[src/rtl/blackjack_pkg.sv]
// Shared deck constants, dealer state encoding and card-index helpers for the card dealer.
`timescale 1ns/1ps
package blackjack_pkg;

    localparam int          DECK_SIZE    = 52;
    localparam int          RANKS        = 13;
    localparam int          SUITS        = 4;
    localparam logic [11:0] LFSR_DEFAULT = 12'hACE;

    typedef enum logic [1:0] {
        IDLE       = 2'd0,
        PROBE      = 2'd1,
        HOLD_START = 2'd2,
        HOLD       = 2'd3
    } dealer_state_t;

    // Fold the 0..63 random draw onto the 0..51 deck range.
    function automatic logic [5:0] start_idx(input logic [5:0] s);
        return (s >= 6'd52) ? s - 6'd52 : s;
    endfunction

    function automatic logic [1:0] idx_suit(input logic [5:0] idx);
        if (idx < 6'd13)      return 2'd0;
        else if (idx < 6'd26) return 2'd1;
        else if (idx < 6'd39) return 2'd2;
        else                  return 2'd3;
    endfunction

    // Subtraction done on the low nibble: 26 and 39 are 10 and 7 modulo 16.
    function automatic logic [3:0] idx_rank(input logic [5:0] idx);
        logic [3:0] r;
        if (idx < 6'd13)      r = idx[3:0];
        else if (idx < 6'd26) r = idx[3:0] - 4'd13;
        else if (idx < 6'd39) r = idx[3:0] - 4'd10;
        else                  r = idx[3:0] - 4'd7;
        return r + 4'd1;
    endfunction

endpackage

[src/rtl/card_dealer_if.sv]
// Game/counter-facing signal bundle of the card dealer; slave is the dealer side.
`timescale 1ns/1ps
interface card_dealer_if #(parameter int SEED_W = 12);
    logic [SEED_W-1:0] i_Seed;
    logic              i_SeedLoad;
    logic              i_Draw;
    logic              i_Shuffle;
    logic              i_TwoSec;
    logic              o_CardValid;
    logic [3:0]        o_Rank;
    logic [1:0]        o_Suit;
    logic [5:0]        o_Remaining;
    logic              o_DeckEmpty;
    logic              o_HoldZero;
    logic              o_HoldActive;
    logic              o_Busy;

    modport master (
        output i_Seed, i_SeedLoad, i_Draw, i_Shuffle, i_TwoSec,
        input  o_CardValid, o_Rank, o_Suit, o_Remaining, o_DeckEmpty,
               o_HoldZero, o_HoldActive, o_Busy
    );

    modport slave (
        input  i_Seed, i_SeedLoad, i_Draw, i_Shuffle, i_TwoSec,
        output o_CardValid, o_Rank, o_Suit, o_Remaining, o_DeckEmpty,
               o_HoldZero, o_HoldActive, o_Busy
    );
endinterface

[src/rtl/bj_lfsr.sv]
// 12-bit Fibonacci LFSR (taps 12,11,10,4) seeded from the counter; a zero seed falls back to the default.
`timescale 1ns/1ps
module bj_lfsr
    import blackjack_pkg::*;
#(
    parameter int SEED_W = 12
) (
    input  logic              clk_50M,
    input  logic              i_Reset,
    input  logic [SEED_W-1:0] seed,
    input  logic              load,
    output logic [5:0]        low_bits
);
    logic [11:0] lfsr;
    logic [11:0] seed12;
    logic        fb;

    generate
        if (SEED_W >= 12) begin : g_trunc
            assign seed12 = seed[11:0];
        end else begin : g_ext
            assign seed12 = {{(12-SEED_W){1'b0}}, seed};
        end
    endgenerate

    assign fb       = lfsr[11] ^ lfsr[10] ^ lfsr[9] ^ lfsr[3];
    assign low_bits = lfsr[5:0];

    always_ff @(posedge clk_50M) begin
        if (i_Reset)
            lfsr <= LFSR_DEFAULT;
        else if (load)
            lfsr <= (seed12 == 12'd0) ? LFSR_DEFAULT : seed12;
        else
            lfsr <= {lfsr[10:0], fb};
    end
endmodule

[src/rtl/card_dealer.sv]
// Deals cards from one 52-card deck without repetition, linear-probing a used-card bitmap
// from an LFSR start index, then holds for the counter's two-second flag.
`timescale 1ns/1ps
module card_dealer
    import blackjack_pkg::*;
#(
    parameter int SEED_W  = 12,
    parameter bit HOLD_EN = 1'b1
) (
    input  logic           clk_50M,
    input  logic           i_Reset,
    card_dealer_if.slave   bus
);
    dealer_state_t          state, state_nxt;
    logic [DECK_SIZE-1:0]   used, used_nxt;
    logic [5:0]             remaining, remaining_nxt;
    logic [5:0]             idx, idx_nxt;
    logic [3:0]             rank, rank_nxt;
    logic [1:0]             suit, suit_nxt;
    logic                   card_valid, card_valid_nxt;
    logic [5:0]             rnd;
    logic                   deck_empty;

    bj_lfsr #(.SEED_W(SEED_W)) u_lfsr (
        .clk_50M  (clk_50M),
        .i_Reset  (i_Reset),
        .seed     (bus.i_Seed),
        .load     (bus.i_SeedLoad),
        .low_bits (rnd)
    );

    assign deck_empty = (remaining == 6'd0);

    always_ff @(posedge clk_50M) begin
        if (i_Reset) begin
            state      <= IDLE;
            used       <= '0;
            remaining  <= 6'(DECK_SIZE);
            idx        <= 6'd0;
            rank       <= 4'd0;
            suit       <= 2'd0;
            card_valid <= 1'b0;
        end else begin
            state      <= state_nxt;
            used       <= used_nxt;
            remaining  <= remaining_nxt;
            idx        <= idx_nxt;
            rank       <= rank_nxt;
            suit       <= suit_nxt;
            card_valid <= card_valid_nxt;
        end
    end

    always_comb begin
        state_nxt      = state;
        used_nxt       = used;
        remaining_nxt  = remaining;
        idx_nxt        = idx;
        rank_nxt       = rank;
        suit_nxt       = suit;
        card_valid_nxt = 1'b0;
        case (state)
            IDLE: begin
                if (bus.i_Shuffle) begin
                    used_nxt      = '0;
                    remaining_nxt = 6'(DECK_SIZE);
                end else if (bus.i_Draw && !deck_empty) begin
                    idx_nxt   = start_idx(rnd);
                    state_nxt = PROBE;
                end
            end
            PROBE: begin
                // Remaining > 0 on entry, so a free slot is always found within one lap.
                if (!used[idx]) begin
                    used_nxt[idx]  = 1'b1;
                    remaining_nxt  = remaining - 6'd1;
                    rank_nxt       = idx_rank(idx);
                    suit_nxt       = idx_suit(idx);
                    card_valid_nxt = 1'b1;
                    state_nxt      = HOLD_EN ? HOLD_START : IDLE;
                end else begin
                    idx_nxt = (idx == 6'(DECK_SIZE - 1)) ? 6'd0 : idx + 6'd1;
                end
            end
            HOLD_START: state_nxt = HOLD;
            HOLD: begin
                if (bus.i_TwoSec)
                    state_nxt = IDLE;
            end
            default: state_nxt = IDLE;
        endcase
    end

    assign bus.o_CardValid  = card_valid;
    assign bus.o_Rank       = rank;
    assign bus.o_Suit       = suit;
    assign bus.o_Remaining  = remaining;
    assign bus.o_DeckEmpty  = deck_empty;
    assign bus.o_HoldZero   = (state == HOLD_START);
    assign bus.o_HoldActive = (state == HOLD_START) || (state == HOLD);
    assign bus.o_Busy       = (state != IDLE);
endmodule

[src/flat_wrapper.sv]
// flat-port wrapper written by rule: the top's interface ports become plain ports
module card_dealer_flat import blackjack_pkg::*;
#(
    parameter int SEED_W  = 12,
    parameter bit HOLD_EN = 1'b1
)
  (clk_50M, i_Reset, bus_i_Seed, bus_i_SeedLoad, bus_i_Draw, bus_i_Shuffle, bus_i_TwoSec, bus_o_CardValid, bus_o_Rank, bus_o_Suit, bus_o_Remaining, bus_o_DeckEmpty, bus_o_HoldZero, bus_o_HoldActive, bus_o_Busy);
  card_dealer_if #(.SEED_W(SEED_W)) bus_i ();
  input  logic clk_50M;
  input  logic i_Reset;
  input wire logic [$bits(bus_i.i_Seed)-1:0] bus_i_Seed;
  input wire logic [$bits(bus_i.i_SeedLoad)-1:0] bus_i_SeedLoad;
  input wire logic [$bits(bus_i.i_Draw)-1:0] bus_i_Draw;
  input wire logic [$bits(bus_i.i_Shuffle)-1:0] bus_i_Shuffle;
  input wire logic [$bits(bus_i.i_TwoSec)-1:0] bus_i_TwoSec;
  output wire logic [$bits(bus_i.o_CardValid)-1:0] bus_o_CardValid;
  output wire logic [$bits(bus_i.o_Rank)-1:0] bus_o_Rank;
  output wire logic [$bits(bus_i.o_Suit)-1:0] bus_o_Suit;
  output wire logic [$bits(bus_i.o_Remaining)-1:0] bus_o_Remaining;
  output wire logic [$bits(bus_i.o_DeckEmpty)-1:0] bus_o_DeckEmpty;
  output wire logic [$bits(bus_i.o_HoldZero)-1:0] bus_o_HoldZero;
  output wire logic [$bits(bus_i.o_HoldActive)-1:0] bus_o_HoldActive;
  output wire logic [$bits(bus_i.o_Busy)-1:0] bus_o_Busy;
  assign bus_i.i_Seed = bus_i_Seed;
  assign bus_i.i_SeedLoad = bus_i_SeedLoad;
  assign bus_i.i_Draw = bus_i_Draw;
  assign bus_i.i_Shuffle = bus_i_Shuffle;
  assign bus_i.i_TwoSec = bus_i_TwoSec;
  assign bus_o_CardValid = bus_i.o_CardValid;
  assign bus_o_Rank = bus_i.o_Rank;
  assign bus_o_Suit = bus_i.o_Suit;
  assign bus_o_Remaining = bus_i.o_Remaining;
  assign bus_o_DeckEmpty = bus_i.o_DeckEmpty;
  assign bus_o_HoldZero = bus_i.o_HoldZero;
  assign bus_o_HoldActive = bus_i.o_HoldActive;
  assign bus_o_Busy = bus_i.o_Busy;
  card_dealer #(.SEED_W(SEED_W), .HOLD_EN(HOLD_EN)) u_core (.clk_50M(clk_50M), .i_Reset(i_Reset), .bus(bus_i));
endmodule
[config.mk]
export PLATFORM = sky130hd
export DESIGN_NAME = card_dealer_flat
export DESIGN_NICKNAME = d
export VERILOG_FILES = /design/src/rtl/blackjack_pkg.sv /design/src/rtl/card_dealer_if.sv /design/src/rtl/bj_lfsr.sv /design/src/rtl/card_dealer.sv /design/src/flat_wrapper.sv
export SDC_FILE = /design/constraint.sdc
export NUM_CORES = 1
export LEC_CHECK = 0
export CAP_MARGIN = 20
export CORE_ASPECT_RATIO = 0.9
export CORE_MARGIN = 5
export CORE_UTILIZATION = 50
export CTS_CLUSTER_SIZE = 14
export DETAILED_ROUTE_END_ITERATION = 8
export PLACE_DENSITY = 0.78
export SKIP_LAST_GASP = 1
export SLEW_MARGIN = 10
export SYNTH_ARGS = -nofsm -noshare
export SYNTH_HDL_FRONTEND = slang
export SYNTH_SLANG_ARGS = --single-unit
[constraint.sdc]
create_clock -name clk_50M -period 2.7 [get_ports clk_50M]
set_input_delay 0.54 -clock clk_50M [delete_from_list [all_inputs] [get_ports clk_50M]]
set_output_delay 0.54 -clock clk_50M [all_outputs]
set_load 0.05 [all_outputs]
# After elaboration in Yosys (flattened, before gate mapping)
# Index checks and enable logic that the tools add are counted.
# classes
n_addsub	7
mul	0
div_mod_pow	0
magnitude_cmp	6
eq_ne	10
shift	0
muxes	32
bitwise_logic	6
n_reduce_logical	14
# op_table
operator	count
52-bit 2-to-1 mux	2
52-bit case mux with 2 select lines	1
52-bit bitwise OR	1
6-bit 2-to-1 mux	7
12-bit 2-to-1 mux	2
6-bit case mux with 2 select lines	2
4-bit 2-to-1 mux	5
12-bit zero test	1
2-bit 2-to-1 mux	6
2-bit inequality test (second input constant)	4
2-bit case mux with 4 select lines	1
4-bit AND reduction	2
4-bit subtractor (second input constant)	2
6-bit by 7-bit less-than comparator with 1-bit output (second input constant)	1
6-bit by 1-bit adder with 6-bit output (second input constant)	1
1-bit binary-select mux with 6-bit select	1
1-bit demux with 6-bit select	1
6-bit equality test (second input constant)	1
6-bit by 1-bit >= comparator with 1-bit output (second input constant)	1
6-bit >= comparator (second input constant)	1
6-bit zero test	1
6-bit by 4-bit less-than comparator with 1-bit output (second input constant)	1
6-bit by 5-bit less-than comparator with 1-bit output (second input constant)	1
6-bit less-than comparator (second input constant)	1
18 further kinds	28
# totals
register_bits	85
latchBits	0
mem_bits_rw	0
mem_bits_ro	0
output_inout_bits	17
word_cells	83
n_memories	0

# Depth between registers and ports, before layout
# logic_depth
ltp_word	7
depth_mapped	10
depth_no_buf	8

# Cells and area by module
# A second synthesis with hierarchy kept.
# unflattened
cells_unflattened	515
hier_area_um2	4516.8
# by_module_without_submodules
module	n_inst	cells_per_inst	area_per_inst_um2
card_dealer	1	469	4020.1
bj_lfsr	1	46	496.7

# Least setup slack after synthesis
# No wires, ideal clock.
# synth_timing
path_type	reg-to-reg
startpoint	register u_core.remaining[2], in the netlist u_core.bus.o_Remaining[2]
endpoint	register u_core.idx[2]
setup_time_ns	0.128
arrival_time_ns	2.908
t_required_ns	2.572
setup_slack_ns	-0.336
path_stages_with_launch	9
path_buffers	1
path_cell_list	dfxtp_1 or3_1 nor3b_1 o31a_1 nor2_1 o31ai_2 buf_4 mux2i_1 nor2_1
# synth_via
elab_chain_len	5
# synth_lines
element	line	text
start, declared	card_dealer.sv:16	logic [5:0] remaining, remaining_nxt;
start signal, assigned	card_dealer.sv:38	remaining <= 6'(DECK_SIZE);
start signal, assigned	card_dealer.sv:46	remaining <= remaining_nxt;
6-bit zero test	card_dealer.sv:32	assign deck_empty = (remaining == 6'd0);
named net bus_o_DeckEmpty	flat_wrapper.sv:20	output wire logic [$bits(bus_i.o_DeckEmpty)-1:0] bus_o_DeckEmpty;
1-bit zero test	card_dealer.sv:67	end else if (bus.i_Draw && !deck_empty) begin
1-bit logical AND	card_dealer.sv:67	
2-bit by 1-bit inequality test with 1-bit output (no source line)	-	
4-bit AND reduction (no source line)	-	
end signal, assigned	card_dealer.sv:47	idx <= idx_nxt;
end, declared	card_dealer.sv:17	logic [5:0] idx, idx_nxt;
# The timed path passes the listed nets, and every way through them passes these cells.
# A chain may end at the register's enable or synchronous reset.

# Final worst setup path
# layout_timing
startpoint	register u_core.state[0]
endpoint	output port bus_o_Busy
# layout_via
elab_chain_len	1
# layout_lines
element	line	text
start, declared	card_dealer.sv:14	dealer_state_t state, state_nxt;
start signal, assigned	card_dealer.sv:44	state <= state_nxt;
2-bit nonzero test	card_dealer.sv:101	assign bus.o_Busy = (state != IDLE);
end, declared	flat_wrapper.sv:23	output wire logic [$bits(bus_i.o_Busy)-1:0] bus_o_Busy;
# No other way between the ends.

==> results.md <==
* CP Data Arrival Time at 1.99 ns
* Final cycle utilization of the critical path at 0.938
* Overflow left after global routing at 0
* CTS buffer count at 9
* Leakage at 1.92 nW
* Synth warnings at 0
* Cell Area, Placed at 4910 sq um
* Synthesized flop and latch total at 85
* Clock slew at reported path FFs at 0.09 ns
* Total core area at 8570 sq um
* Sequential fraction of the synthesis area at 0.389
* Routed wire length at 10600 microns
* Die area at 10700 sq um
* Pre-CTS setup slack at 0.285 ns
* Syn Nets at 546
* CP max FO at 4
* Cell taking the most area after synthesis: dfxtp_1
* Maximum VDD drop at 743 uV
* Max Clk Rate at 395 MHz
* Min Tclk post-route at 2.53 ns
* Final setup violation count at 0
* Most common cell in the netlist: nor2_1
* Slack of the worst reg-to-reg path at 0.23 ns
* Post-Layout Cell Count at 665
* Synthesized instance count at 511
* Worst setup EP type: primary output
* RR Endpoint: u_core.used[18]$_SDFFE_PP0P_
* CTS tree: built
* Worst hold start: u_core.u_lfsr.lfsr[8]$_SDFF_PP0_
* Post-Route Skew at 0.0118 ns
* Post-synth ARST share at 0
* Reg-to-reg startpoint: u_core.idx[1]$_SDFFE_PP0P_
* Clk pwr share at 0.158
* Maximum root-to-sink buffer count at 2
* Worst-Skew Late Latency at 0.37 ns
* DP Cell Count at 649
* Fraction of layout cells with a size suffix above 1 at 0.104
* Global placer's final weighted congestion at 0.843
* Hold-critical path depth at 2
* Worst slew pin tran at 0.561 ns
* Die width at 109 microns
* Die Height at 98.7 microns
* Fin area at 5100 sq um
* CP Data Required Time at 2.16 ns
* Worst setup margin at 0.167 ns
* RSZ-0062 raised after global routing: false
* I/O Buffers at 34
* Antenna viol nets, final at 0
* Combinational power share at 0.556
* Number of post-CTS setup repair buffers at 0
* Layout Nets at 576
* Synth unique cells at 61
* Total track usage at 0.205
* Drt initial violations at 238
* Via/cell ratio at 5.88
* Fin. max-slew vios at 0
* Register Area at 1700 sq um
* WS Path Type: register to primary output
* Htree depth at 3
* Antenna Cells at 0
* Share of power burned in registers at 0.286
* Register-to-Register Path Depth at 9
* Pwr per Cell Area at 1050 nW/um^2
* Int Pwr at 2.85 mW
* DR WL/cell at 16.0 microns
* Synth cell count leaders: nor2_1 (87), dfxtp_1 (85), a31oi_1 (55), mux2i_1 (37), nand2_1 (25)
* Slew headroom at 0.626
* Final hold viol count at 0
* Multi-input logic area at 2450 sq um
* Initial antenna violation count at 0
* Remaining DRCs at 0
* Starting Density at 0.511
* Switching power total at 2.50 mW
* Post-DP HPWL at 7590 microns
* Synth Area per Inst at 8.56 sq um
* Number of synthesized flops with an enable pin at 0
* Max cap viols at 0
* Synth Cell Area at 4370 sq um
* Main synth FF type: dfxtp_1
* Synth top area cells: dfxtp_1 (39%), mux2i_1 (8.5%), a31oi_1 (7.9%), nor2_1 (7.5%), ha_1 (4.9%)
* Standard-cell rows at 32
* Run status: complete, no violations
* I/O pin count at 35
* Largest net degree at the start of global routing at 53
* Critical path startpoint category: register
* Synth top area share at 0.389
* First-pass GRT wire length at 17900 microns
* HP Class: register to register
* Number of global-route vias before repair at 3813
* Switching Share at 0.468
* Via count at 3908
* Sum Neg Setup Slack at 0 ns
* # fillers at 771
* Worst Hold End: u_core.u_lfsr.lfsr[9]$_SDFF_PP1_
* Root buffer cell: clkbuf_8
* Layout area overhead at 16.5%
* CTS Sinks at 85
* First-pass detailed-route iteration total at 5
==> worst max-delay path, stage by stage (launching register included) <==
cell and delay (ns):
dfxtp_1 0.39, inv_1 0.10, ha_1 0.25, inv_1 0.09
clkdlybuf4s50_1 0.81
==> cells by family after synthesis <==
group,synth area share
AOI/OAI and AO/OA,0.197
xor gates and xnor gates,0.0160
adders and majority gates,0.0486
buffers and inverters,0.0535
DFF,0.389
muxes,0.0950
and+or+nand+nor,0.201
==> placed cells by master (no fill, tap or decap), types with 5 or more instances in the layout <==
cell | netlist | layout
xnor2_1 | 7 | 7
o22ai_1 | 7 | 7
nor2_1 | 87 | 87
clkdlybuf4s50_1 | 0 | 32
nand2b_1 | 20 | 20
and2_1 | 5 | 5
mux2i_1 | 37 | 37
inv_1 | 14 | 14
dfxtp_1 | 85 | 85
a21oi_1 | 15 | 15
a31oi_1 | 55 | 55
nand3_1 | 12 | 12
clkbuf_8 | 0 | 10
nor2b_1 | 6 | 6
buf_4 | 4 | 18
nand2_1 | 25 | 25
a22oi_1 | 7 | 7
a211oi_1 | 7 | 7
o21ai_0 | 6 | 6
ha_1 | 17 | 17
nor3_1 | 5 | 5
==> worst max-delay path by stage <==
| stage | endpoint | start |
|---|---|---|
| 6_report | bus_o_Busy | u_core.state[0]$_SDFFE_PP0P_ |
| 5_1_grt | bus_o_Busy | u_core.state[0]$_SDFFE_PP0P_ |
| 4_1_cts | bus_o_HoldActive | u_core.state[0]$_SDFFE_PP0P_ |
| 3_5_place_dp | u_core.used[18]$_SDFFE_PP0P_ | u_core.idx[1]$_SDFFE_PP0P_ |
| 3_3_place_gp | u_core.bus.o_Rank[3]$_SDFFE_PP0P_ | u_core.idx[0]$_SDFFE_PP0P_ |
| 2_1_floorplan | u_core.idx[2]$_SDFFE_PP0P_ | u_core.bus.o_Remaining[2]$_SDFFE_PP1P_ |
==> power by group through the flow <==
stage | registers [mW] | logic [mW] | clock network (mW)
finish | 1.53 | 2.98 | 0.846
global route | 1.56 | 3.21 | 0.913
CTS | 1.53 | 2.95 | 0.860
detailed placement | 1.56 | 2.94 | 0
global placement | 1.55 | 2.88 | 0
floorplan | 1.69 | 1.97 | 0
==> through the flow <==
stage	total power [mW]	hold slack, ns	util
after detailed placement	4.50	0.455	0.573
after global placement	4.43	0.444	0.573
after CTS	5.34	0.477	0.594
after global routing	5.68	0.498	0.595
final	5.35	0.473	0.595
after floorplan	3.66	0.432	-
==> per-layer routing <==
layer,share of wire,GRT usage,vias up,wire length [microns]
met5,0,0,-,0
met4,0.015,0.0544,0,164
met1,0.44,0.267,1898,4700
met3,0.053,0.0478,20,561
met2,0.49,0.342,100,5220
li1,-,-,1890,-
==> area by class of cell <==
type                    instances  share of cell area
multi-input cells             373               0.481
flip-flops and latches         85               0.334
repair buffers                 55               0.108
well taps                     119              0.0292
clock buffers                  10              0.0270
inverters                      17              0.0125
clock inverters                 6             0.00884
==> what timing repair did <==
action	in CTS	in global routing
hold buffers	0	0
resized for setup	0	1
endpoints found under the setup margin	0	1
==> sequential cells by signal, summed over array words and instances (netlist names) <==
name / count
u_core.used: 52
u_core.u_lfsr.lfsr: 12
u_core.bus.o_Remaining: 6
u_core.idx: 6
u_core.bus.o_Rank: 4
u_core.bus.o_Suit: 2
u_core.state: 2
u_core.bus.o_CardValid: 1
Note: power is estimated with default switching activity, not from simulation.
